===== config.mk =====
export PLATFORM = sky130hd
export DESIGN_NAME = alu_seq
export DESIGN_NICKNAME = d
export VERILOG_FILES = /design/src/rtl/alu_seq.sv
export SDC_FILE = /design/constraint.sdc
export NUM_CORES = 1
export LEC_CHECK = 0
export BUFFER_PORTS_ARGS = -buffer_cell sky130_fd_sc_hd__buf_2
export CORE_MARGIN = 1
export CORE_UTILIZATION = 39
export CTS_CLUSTER_SIZE = 28
export DETAILED_ROUTE_END_ITERATION = 7
export GPL_TIMING_DRIVEN = 0
export REMOVE_ABC_BUFFERS = 1
export SLEW_MARGIN = 20
export SYNTH_ARGS = -nofsm -noshare
export SYNTH_HDL_FRONTEND = slang
export SYNTH_SLANG_ARGS = --single-unit

===== constraint.sdc =====
create_clock -name clk -period 2.2 [get_ports clk]
set_input_delay 0.44 -clock clk [delete_from_list [all_inputs] [get_ports clk]]
set_output_delay 0.44 -clock clk [all_outputs]
set_load 0.02 [all_outputs]

===== src/rtl/alu_seq.sv =====
// alu_seq: registered WIDTH-bit ALU behind a valid/ready handshake.
// Single-cycle ops (ADD/SUB/CMP/AND/OR/XOR/illegal) land in the output
// register on the accept edge; MUL iterates shift-add for WIDTH cycles and
// loads the full 2*WIDTH-bit product one cycle after the last iteration.
// Only one operation is in flight; the output register doubles as the
// hand-off buffer toward the consumer.
module alu_seq #(
  parameter int WIDTH = 8,
  parameter int CNT_W = $clog2(WIDTH) + 1
) (
  input  logic             clk,
  input  logic             rst,
  input  logic             in_valid,
  output logic             in_ready,
  input  logic [2:0]       op,
  input  logic [WIDTH-1:0] a,
  input  logic [WIDTH-1:0] b,
  output logic             out_valid,
  input  logic             out_ready,
  output logic [WIDTH-1:0] result,
  output logic [WIDTH-1:0] result_hi,
  output logic             carry,
  output logic             a_gt_b,
  output logic             a_eq_b,
  output logic             a_lt_b,
  output logic             zero,
  output logic             illegal,
  output logic             busy
);

  localparam logic [1:0] S_IDLE = 2'd0;
  localparam logic [1:0] S_MUL  = 2'd1;
  localparam logic [1:0] S_HOLD = 2'd2;

  localparam logic [2:0] OP_ADD = 3'b000;
  localparam logic [2:0] OP_SUB = 3'b001;
  localparam logic [2:0] OP_CMP = 3'b010;
  localparam logic [2:0] OP_AND = 3'b011;
  localparam logic [2:0] OP_OR  = 3'b100;
  localparam logic [2:0] OP_XOR = 3'b101;
  localparam logic [2:0] OP_MUL = 3'b110;

  // Flags travel together with the result word.
  typedef struct packed {
    logic carry;
    logic gt;
    logic eq;
    logic lt;
    logic zero;
    logic illegal;
  } flags_t;

  logic [1:0]         state_q, state_d;
  logic               out_valid_q, out_valid_d;
  logic               busy_q, busy_d;
  logic [WIDTH-1:0]   res_q, res_d;
  logic [WIDTH-1:0]   hi_q, hi_d;
  flags_t             flg_q, flg_d;
  logic [WIDTH-1:0]   mcand_q, mcand_d;
  logic [WIDTH-1:0]   mplier_q, mplier_d;
  logic [2*WIDTH-1:0] prod_q, prod_d;
  logic [CNT_W-1:0]   cnt_q, cnt_d;

  logic [WIDTH:0]     sum_ext;
  logic [WIDTH:0]     diff_ext;
  logic [WIDTH-1:0]   sc_res;
  flags_t             sc_flg;
  logic [WIDTH:0]     acc_sum;
  logic [2*WIDTH-1:0] prod_step;
  logic               accept;

  assign in_ready = (state_q == S_IDLE) || ((state_q == S_HOLD) && out_ready);
  assign accept   = in_valid && in_ready;

  // Single-cycle datapath: result and flags for every non-MUL opcode.
  always_comb begin
    // NOTE: every variable gets a default before the case so no path leaves
    // it unassigned; an unassigned path in always_comb infers a latch.
    sum_ext  = {1'b0, a} + {1'b0, b};
    diff_ext = {1'b0, a} + {1'b0, ~b} + {{WIDTH{1'b0}}, 1'b1};
    sc_res   = '0;
    sc_flg   = '0;
    case (op)
      OP_ADD: begin
        sc_res       = sum_ext[WIDTH-1:0];
        sc_flg.carry = sum_ext[WIDTH];
      end
      OP_SUB: begin
        sc_res       = diff_ext[WIDTH-1:0];
        sc_flg.carry = diff_ext[WIDTH];   // no-borrow: set when a >= b
      end
      OP_CMP: begin
        sc_flg.gt = (a > b);
        sc_flg.eq = (a == b);
        sc_flg.lt = (a < b);
      end
      OP_AND:  sc_res = a & b;
      OP_OR:   sc_res = a | b;
      OP_XOR:  sc_res = a ^ b;
      OP_MUL:  sc_res = '0;               // handled by the iterative path
      default: sc_flg.illegal = 1'b1;     // 111: reported, not dropped
    endcase
    sc_flg.zero = (sc_res == '0);
  end

  // One shift-add multiply step: conditionally add, then shift right.
  always_comb begin
    acc_sum   = {1'b0, prod_q[2*WIDTH-1:WIDTH]} +
                (mplier_q[0] ? {1'b0, mcand_q} : {(WIDTH+1){1'b0}});
    prod_step = {acc_sum, prod_q[WIDTH-1:1]};
  end

  // Control FSM and next-value selection for the output register.
  always_comb begin
    state_d     = state_q;
    out_valid_d = out_valid_q;
    busy_d      = busy_q;
    res_d       = res_q;
    hi_d        = hi_q;
    flg_d       = flg_q;
    mcand_d     = mcand_q;
    mplier_d    = mplier_q;
    prod_d      = prod_q;
    cnt_d       = cnt_q;

    case (state_q)
      S_IDLE: ;
      S_MUL: begin
        if (cnt_q == CNT_W'(WIDTH)) begin
          res_d       = prod_q[WIDTH-1:0];
          hi_d        = prod_q[2*WIDTH-1:WIDTH];
          flg_d       = '0;
          flg_d.carry = (prod_q[2*WIDTH-1:WIDTH] != '0);
          flg_d.zero  = (prod_q == '0);
          out_valid_d = 1'b1;
          busy_d      = 1'b0;
          state_d     = S_HOLD;
        end else begin
          prod_d   = prod_step;
          mplier_d = mplier_q >> 1;
          cnt_d    = cnt_q + CNT_W'(1);
        end
      end
      S_HOLD: begin
        if (out_ready) begin
          out_valid_d = 1'b0;
          state_d     = S_IDLE;
        end
      end
      default: state_d = S_IDLE;
    endcase

    // A new accept overrides the HOLD drain above (back-to-back launch).
    if (accept) begin
      if (op == OP_MUL) begin
        mcand_d     = a;
        mplier_d    = b;
        prod_d      = '0;
        cnt_d       = '0;
        busy_d      = 1'b1;
        out_valid_d = 1'b0;
        state_d     = S_MUL;
      end else begin
        res_d       = sc_res;
        hi_d        = '0;
        flg_d       = sc_flg;
        out_valid_d = 1'b1;
        state_d     = S_HOLD;
      end
    end
  end

  // State and datapath registers; reset discards any operation in flight.
  always_ff @(posedge clk or posedge rst) begin
    if (rst) begin
      state_q     <= S_IDLE;
      out_valid_q <= 1'b0;
      busy_q      <= 1'b0;
      res_q       <= '0;
      hi_q        <= '0;
      flg_q       <= '0;
      mcand_q     <= '0;
      mplier_q    <= '0;
      prod_q      <= '0;
      cnt_q       <= '0;
    end else begin
      // NOTE: non-blocking assignments so every flop samples pre-edge values.
      state_q     <= state_d;
      out_valid_q <= out_valid_d;
      busy_q      <= busy_d;
      res_q       <= res_d;
      hi_q        <= hi_d;
      flg_q       <= flg_d;
      mcand_q     <= mcand_d;
      mplier_q    <= mplier_d;
      prod_q      <= prod_d;
      cnt_q       <= cnt_d;
    end
  end

  assign out_valid = out_valid_q;
  assign busy      = busy_q;
  assign result    = res_q;
  assign result_hi = hi_q;
  assign carry     = flg_q.carry;
  assign a_gt_b    = flg_q.gt;
  assign a_eq_b    = flg_q.eq;
  assign a_lt_b    = flg_q.lt;
  assign zero      = flg_q.zero;
  assign illegal   = flg_q.illegal;

endmodule


==> results.md, run 1 <==
- CTS Sinks: 62
- WP data required: 2460 ps
- WP data arrival: 2480 ps
- Ports: 48
- Crit Path Max Fanout: 3
- Crit. End Element: flop
- Critical path origin: a[0]
- Chip width: 105 um
- H-tree level count: 3
- Switching share of power: 0.381
- Area delta synth->final: 21.7%
- Max_cap viols: 0
- Slew HR: 0.516
- CTS Hold Bufs: 0
- CTS tree: built
- Antenna violations before repair: 0
- Final setup fails: 1
- Slew Limit Fails: 0
- Pwr Density: 917 nW/um2
- Sequential power share: 0.401
- Longest Clk Path Bufs: 2
- Via count: 3,503
- Pin count of the biggest net entering global routing: 42
- Post-Synthesis Cell Area: 4130 um2
- List of most frequent post-synthesis cells: nand2_1, dfrtp_1, a21oi_1, ha_1
- Async SR Flop Fraction: 1.00
- Starting DRT DRC Count: 242
- Dominant cell type by area after synthesis: dfrtp_1
- Netlist cell types: 59
- Final period util: 1.01
- Nets: 576
- RSZ-0062 raised after global routing: yes
- Die Ht: 105 um
- CTS buffer count: 9
- Final WS setup: -19.7 ps
- Synthesized area per cell: 8.89 um2
- Critical Path Start Type: input pin
- Wire per inst: 15.8 um
- Most common cell in the synthesized netlist: nand2_1
- Final wirelength: 10.4 mm
- Status: finished, violations left
- Root buffer cell: clkbuf_8
- YS warnings: 0
- Least-Margin Pin Slew: 725 ps
- Filler instances: 987
- Vias in the first global route: 3,317
- Crit path kind: input pin to flop
- GR Util All Layers: 0.196
- Core area: 10,300 um2
- Main synth FF type: dfrtp_1
- Starting Density: 0.401
- Clk pin slew, worst setup/hold paths: 80 ps
- Switch Pwr: 1.75 mW
- FP Rows: 37
- First-pass DRT Iterations: 6
- Gr ovfl total: 0
- GPL Wtd Cong: 0.874
- Number of buffers added on ports: 47
- Comb power frac: 0.372
- Share of cells above drive strength 1: 0.257
- Peak VDD IR: 429 uV
- Worst clock skew: 12.3 ps
- Worst r2r path cells: 9
- Final ANT Viol Nets: 0
- WHS: 39.7 ps
- #FFs+latches synth: 62
- Setup TNS: -19.7 ps
- Synth area leaders: dfrtp_1, ha_1, nand2_1
- Final min period: 2220 ps
- Reg2reg start: mplier_q[0]
- Cell Int Power: 2.85 mW
- ANT cells: 0
- Clock Latency Late Sink: 350 ps
- Die area: 11,000 um2
- Fin. Hold Viols: 0
- Dpl hpwl: 7.34 mm
- Hold Path Class: input pin to asynchronous set/reset pin
- First-pass GRT wire length: 17.1 mm
- Leak: 2.26 nW
- Clock share of power: 0.227
- Peak Freq: 451 MHz
- Failing checks: design-rule violations, negative setup slack
- Final Util: 0.489
- Vias/cell: 5.33
- Post-synth EDFFs: 0
- Post-synthesis sequential area ratio: 0.376
- Synth top area share: 0.376
- DR DRC count: 2
- Post-Syn Instances: 464
-- kinds of logic after synthesis --
| kind of cell | after synthesis | share of synthesized area |
|---|---|---|
| AND/OR/NAND/NOR | 150 | 0.165 |
| AO/OA/AOI/OAI | 123 | 0.195 |
| flip-flops | 62 | 0.376 |
| buffers and inverters | 55 | 0.0576 |
| adder cells (fa/ha/maj) | 37 | 0.118 |
| multiplexers | 26 | 0.0655 |
| XOR/XNOR | 11 | 0.0234 |
-- registers in the layout (all words and copies together), names as in the netlist --
| signal | cells |
|---|---|
| mcand_q | 8 |
| a_lt_b | 1 |
| out_valid | 1 |
| a_gt_b | 1 |
| result_hi | 8 |
| a_eq_b | 1 |
| cnt_q | 4 |
| zero | 1 |
| prod_q | 16 |
| state_q | 2 |
| illegal | 1 |
| mplier_q | 8 |
| carry | 1 |
| busy | 1 |
| result | 8 |
-- routing by layer --
metal  global-route usage  wire, um  vias up
met4               0.0453        70        0
li1                     -         -     1727
met5                    0         0        -
met3               0.0405       489        5
met1                0.279      5000     1681
met2                0.306      4800       90
-- power groups by stage --
| stage | registers, mW | logic, mW | clock network, mW |
|---|---|---|---|
| after floorplan | 1.86 | 1.06 | 0 |
| after global placement | 1.85 | 1.49 | 0 |
| after detailed placement | 1.87 | 1.54 | 0 |
| after CTS | 1.84 | 1.63 | 1.08 |
| after global routing | 1.90 | 1.94 | 1.13 |
| final | 1.85 | 1.71 | 1.04 |
-- final timing paths --
path                               endpoint  slack [ps]
worst max register to register   prod_q[14]          50
worst min register to register         busy         480
min in group clk                mplier_q[6]         340
max in group asynchronous       mplier_q[0]        1630
worst min-delay path               cnt_q[3]          40
worst max-delay path                   zero         -20
-- repair_timing --
action	in CTS	in global routing
pin swaps	12	20
resized for setup	19	32
buffers inserted	4	8
endpoints found under the setup margin	8	16
cloned	1	1
-- cell usage in the layout, fill, tap and decap left out, drive strengths merged, types with 3 or more instances in the layout --
master / instances
a211oi: 5
a21o: 3
a21oi: 39
a22oi: 6
a31oi: 3
and2: 9
buf: 64
clkbuf: 11
clkinvlp: 3
dfrtp: 62
fa: 3
ha: 34
inv: 30
mux2: 8
mux2i: 18
nand2: 72
nand2b: 5
nor2: 32
nor2b: 3
nor3: 9
nor3b: 3
nor4: 7
o21ai: 33
o21bai: 5
o22ai: 8
o311ai: 5
xnor2: 8
xor2: 3
-- through the flow --
stage	power, mW	cell area (um2)	std cells	setup WS, ps
2_1_floorplan	2.91	4000	439	-508
3_3_place_gp	3.33	4410	622	-1330
3_5_place_dp	3.41	4510	627	-515
4_1_cts	4.54	4830	648	1.60
5_1_grt	4.97	5020	657	-99.5
6_report	4.60	5020	657	-19.7
-- layout make-up --
class / count / area (um2) / area share
Inverter: 30 / 115 / 0.0229
Clock inverter: 5 / 57.6 / 0.0115
Multi-Input combinational cell: 349 / 2540 / 0.507
Timing Repair Buffer: 64 / 430 / 0.0857
Clock buffer: 11 / 151 / 0.0301
Sequential cell: 62 / 1550 / 0.309
Tap cell: 136 / 170 / 0.0339
-- worst max-delay path: stages --
cell and delay, ps:
buf_8 110, ha_4 150, fa_2 370, a21oi_4 180
o22ai_2 100, o311ai_2 280, xnor2_1 130, a221oi_2 300
o211ai_1 170, o32ai_2 260
No activity file was read; power rests on OpenSTA's default activity.
==> run 2: changes to the inputs <==
clock period = 2.4 ns   (was 2.2 ns; I/O delays follow)
==> run 2 against run 1 <==
The run ends with design-rule violations left. Cell area decreased by 3.7%. Clock-buffer cell count unchanged. Global-route usage decreased by 0.25 points. Via count decreased by 1.5%. Critical path depth unchanged. Die area unchanged. Non-clock buffer count decreased by 9. Sequential share of layout area increased by 1.2 points. Register-to-register slack improved by 90 ps. Critical path type unchanged. Critical endpoint unchanged.
==> results.md, run 2 (synthesized netlist as in run 1, its figures left out) <==
- ANT cells: 0
- Slowest-stage cell, CP: fa_2
- Footprint of the multi-input gates: 2450 um2
- Failing checks: design-rule violations
- WP data arrival: 2570 ps
- Wire per inst: 15.6 um
- Nets: 566
- Vias in the first global route: 3,309
- Die Ht: 105 um
- Antenna violations before repair: 0
- First-pass GRT wire length: 16.9 mm
- CTS Sinks: 62
- DR DRC count: 2
- Clk pin slew, worst setup/hold paths: 80 ps
- Share of cells above drive strength 1: 0.219
- Longest Clk Path Bufs: 2
- Hold Path Class: input pin to asynchronous set/reset pin
- Setup TNS: 0 ps
- FP Rows: 37
- Crit path kind: input pin to flop
- First-pass DRT Iterations: 6
- Comb power frac: 0.362
- Status: finished, violations left
- Final period util: 0.963
- Slew HR: 0.423
- Final min period: 2310 ps
- Chip width: 105 um
- Register bank with the most flops: prod_q
- CTS buffer count: 9
- Most frequent cells in the layout: nand2_1, dfrtp_1, buf_2
- Starting Density: 0.401
- Pin count of the biggest net entering global routing: 42
- Peak VDD IR: 390 uV
- Worst clock skew: 11.4 ps
- Commonest non-fill, non-tap cell in the layout: nand2_1
- Max FFs per register: 16
- Final ANT Viol Nets: 0
- GR Util All Layers: 0.194
- Final setup fails: 0
- Pwr Density: 859 nW/um2
- Max_cap viols: 0
- Cell Int Power: 2.58 mW
- Gr ovfl total: 0
- Filler instances: 1,009
- Peak Freq: 433 MHz
- GPL Wtd Cong: 0.874
- Vias/cell: 5.33
- CP peak stage delay: 400 ps
- Leak: 2.20 nW
- Ports: 48
- Number of buffers added on ports: 47
- H-tree level count: 3
- CTS tree: built
- Crit. End Element: flop
- Via count: 3,450
- WHS: 81.8 ps
- Clock share of power: 0.231
- Fin. Hold Viols: 0
- Switch Pwr: 1.57 mW
- Sequential power share: 0.407
- Final wirelength: 10.1 mm
- Register Area: 1550 um2
- Die area: 11,000 um2
- Core area: 10,300 um2
- Switching share of power: 0.378
- Slew Limit Fails: 0
- Root buffer cell: clkbuf_8
- Starting DRT DRC Count: 205
- Worst-path cell chain: buf_2 -> ha_1 -> fa_2 -> a21oi_4 -> o22ai_2 -> o311ai_2 -> xnor2_1 -> a221oi_2 -> o211ai_1 -> o32ai_2
- Critical Path Start Type: input pin
- Crit Path Max Fanout: 3
- Dpl hpwl: 7.34 mm
- WP data required: 2660 ps
- Clock Latency Late Sink: 350 ps
- Least-Margin Pin Slew: 862 ps
- Area delta synth->final: 17.3%
## run 2: cell types whose count changed in the layout (fill, tap and decap cells not counted), sizes merged
cell,previous run,this run
buf,64,55
o21ai,33,32
## run 2: path summary, 6_finish.rpt
path / startpoint / to / slack (ps) / cells past startpoint
max reg2reg: mplier_q[0] / prod_q[14] / 140 / 9
min reg2reg: busy / busy / 480 / 1
max in group asynchronous: rst / mplier_q[0] / 1790 / 3
min in group clk: b[6] / mplier_q[6] / 380 / 3
max: a[0] / zero / 90 / 10
min: rst / cnt_q[3] / 80 / 2
## run 2: layout make-up
class	instances	share of cell area
clock buffer	11	0.0313
clock inverter	5	0.0119
inverter	30	0.0238
multi-input combinational	348	0.506
sequential	62	0.321
tap	136	0.0352
timing repair buffer	55	0.0709
## run 2: power by group through the flow
stage	clock network (mW)	logic, mW	registers [mW]
final	0.959	1.50	1.69
after global routing	1.04	1.71	1.74
after CTS	0.988	1.43	1.70
after detailed placement	0	1.41	1.71
after global placement	0	1.36	1.69
after floorplan	0	0.968	1.70
## run 2: what timing repair did
action	in CTS	in global routing
pin swaps	0	4
hold endpoints to repair	0	0
hold buffers	0	0
cloned	0	1
endpoints found under the setup margin	2	7
setup buffers	0	3
gates resized for setup	4	18
## run 2: per-layer routing
metal | GRT usage | routed length, um | share of wire | vias to the layer above
met5 | 0 | 0 | 0 | -
met4 | 0.0453 | 78 | 0.0077 | 0
met3 | 0.0418 | 415 | 0.041 | 6
met2 | 0.302 | 4720 | 0.47 | 76
met1 | 0.274 | 4890 | 0.48 | 1665
li1 | - | - | - | 1703
## run 2: metrics by stage
stage / total power, mW / util / worst slack, ps / area, um2 / std cells
final: 4.15 / 0.471 / 89.1 / 4840 / 647
after CTS: 4.12 / 0.461 / 13.5 / 4730 / 643
after global placement: 3.06 / 0.429 / -1130 / 4410 / 622
after global routing: 4.49 / 0.471 / -27.8 / 4840 / 647
after detailed placement: 3.13 / 0.439 / -355 / 4510 / 627
after floorplan: 2.67 / - / -308 / 4000 / 439
## run 2: worst max-delay path, delay by kind of cell
family | cells | cell delay (ps)
AO/OA/AOI/OAI | 6 | 1170
adder cells (fa/ha/maj) | 2 | 670
buffers and inverters | 1 | 140
XOR/XNOR | 1 | 120
==> run 3: changes to the inputs <==
REMOVE_ABC_BUFFERS = unset   (was 1)
==> run 3 against run 2 <==
The run now ends clean. Hold slack got worse by 7.5 ps. Flip-flop and latch count unchanged. Maximum frequency shrank 1.6%. Register-to-register slack worse by 90 ps. Critical path type is now flop to flop. Non-clock buffer count is 18 higher. Via count grew 3.0%. Clock power fell by 2.6%. Worst setup slack worse by 38 ps. Cell count up 2.6%. First-iteration DRC count is 16% lower.
==> results.md, run 3 (synthesized netlist as in run 1, its figures left out) <==
- Status: finished, final reports clean
- Max FFs per register: 16
- GPL Wtd Cong: 0.890
- Final std cells w/o fill: 664
- Die area: 11,000 um2
- Starting DRT DRC Count: 173
- Final min period: 2350 ps
- CP peak stage delay: 450 ps
- Worst clock skew: 14.3 ps
- Crit. End Element: flop
- Placed insts: 647
- Met3 WL: 396 um
- Critical Path Start Type: flop
- ANT cells: 0
- Final wirelength: 10.4 mm
- Register bank with the most flops: prod_q
- CTS Sinks: 62
- Commonest non-fill, non-tap cell in the layout: nand2_1
- Pwr Density: 851 nW/um2
- RSZ-0062 raised after global routing: yes
- CTS Hold Bufs: 0
- Reg2reg start: mplier_q[0]
- Nets: 583
- Setup TNS: 0 ps
- Max_cap viols: 0
- Reg2reg setup slack: 50 ps
- Longest Clk Path Bufs: 2
- Chip width: 105 um
- Slowest-stage cell, CP: dfrtp_2
- CTS buffer count: 9
- Final setup fails: 0
- DR WL met2: 4.76 mm
- Starting Density: 0.401
- Final ANT Viol Nets: 0
- Worst-path cell chain: and2_1 -> ha_1 -> fa_1 -> a21o_1 -> a21oi_2 -> o21bai_1 -> a21oi_2 -> o21bai_1 -> a211oi_2 -> nor3_1
- Core area: 10,300 um2
- Vias/cell: 5.35
- Fin. Hold Viols: 0
- Share of cells above drive strength 1: 0.203
- PnR Total Power: 4.09 mW
- Wire per inst: 15.6 um
- Wire length on met1: 5.12 mm
- Worst r2r path cells: 10
- Die Ht: 105 um
- Pin count of the biggest net entering global routing: 44
- First-pass GRT wire length: 17.0 mm
- Number of buffers added on ports: 46
- WP data arrival: 2550 ps
- Crit path kind: flop to flop
- Hold Path Class: input pin to asynchronous set/reset pin
- WP data required: 2600 ps
- CTS tree: built
- Vias in the first global route: 3,335
- First-pass DRT Iterations: 5
- Antenna violations before repair: 0
- Root buffer cell: clkbuf_8
- Post-synth net total: 524
- Slew Limit Fails: 0
- Highest routed layer: met4
- GR Util All Layers: 0.197
- Area delta synth->final: 16.4%
- Peak Freq: 426 MHz
- Least-Margin Pin Slew: 622 ps
- Peak VDD IR: 361 uV
- Gr ovfl total: 0
- Reg2Reg Capture Point: prod_q[15]
- DR DRC count: 0
- Crit Path Max Fanout: 9
- Final period util: 0.979
- Most frequent cells in the layout: nand2_1, dfrtp_1, buf_2
- Clk pin slew, worst setup/hold paths: 80 ps
- Dpl hpwl: 7.93 mm
- Leak: 2.24 nW
- H-tree level count: 3
- FP Rows: 37
- Slew HR: 0.585
- Ports: 48
- Clock Latency Late Sink: 340 ps
- Via count: 3,554
==> run 3: repair_timing <==
action,CTS,global route
resized for setup,2,13
pin swaps,1,1
endpoints found under the hold margin,0,0
endpoints found under the setup margin,1,15
buffers inserted,0,1
==> run 3: per-stage QoR <==
stage,setup slack [ps],util,hold slack [ps],instance area (um2)
final,50.9,0.467,74.3,4800
after global routing,-116,0.467,83.6,4800
after CTS,11.7,0.463,75.4,4760
after detailed placement,-340,0.443,450,4560
after global placement,-448,0.440,460,4530
after floorplan,37.4,-,473,4130
==> run 3: area by class of cell <==
cell class | instances | area [um2]
inverters | 30 | 115
multi-input cells | 347 | 2380
clock inverters | 7 | 73.8
clock buffers | 9 | 124
flip-flops and latches | 62 | 1550
well taps | 136 | 170
repair buffers | 48 | 265
fillers | 1044 | 5470
plain buffers | 25 | 126
==> run 3: layer usage <==
metal | up-vias | GRT usage
met5 | - | 0
met4 | 0 | 0.0523
met3 | 10 | 0.0337
met2 | 85 | 0.308
met1 | 1724 | 0.280
li1 | 1735 | -
==> run 3: worst max-delay path by stage <==
| stage | slack, ps | start | end |
|---|---|---|---|
| 4_1_cts | 10 | mplier_q[0] | prod_q[15] |
| 3_5_place_dp | -340 | b[0] | zero |
| 3_3_place_gp | -450 | rst | mplier_q[1] |
| 5_1_grt | -120 | mplier_q[0] | prod_q[15] |
| 2_1_floorplan | 40 | a[0] | zero |
| 6_report | 50 | mplier_q[0] | prod_q[15] |
==> run 3: critical path, delay by kind of cell, from the launching register on <==
| kind | cells | cell delay (ps) |
|---|---|---|
| AO/OA/AOI/OAI | 6 | 930 |
| adder cells (fa/ha/maj) | 2 | 600 |
| flip-flops | 1 | 450 |
| AND/OR/NAND/NOR | 2 | 220 |
==> run 3: where the power goes <==
| part | switching [mW] | internal (mW) |
|---|---|---|
| logic | 0.825 | 0.648 |
| clock network | 0.451 | 0.483 |
| registers | 0.292 | 1.39 |
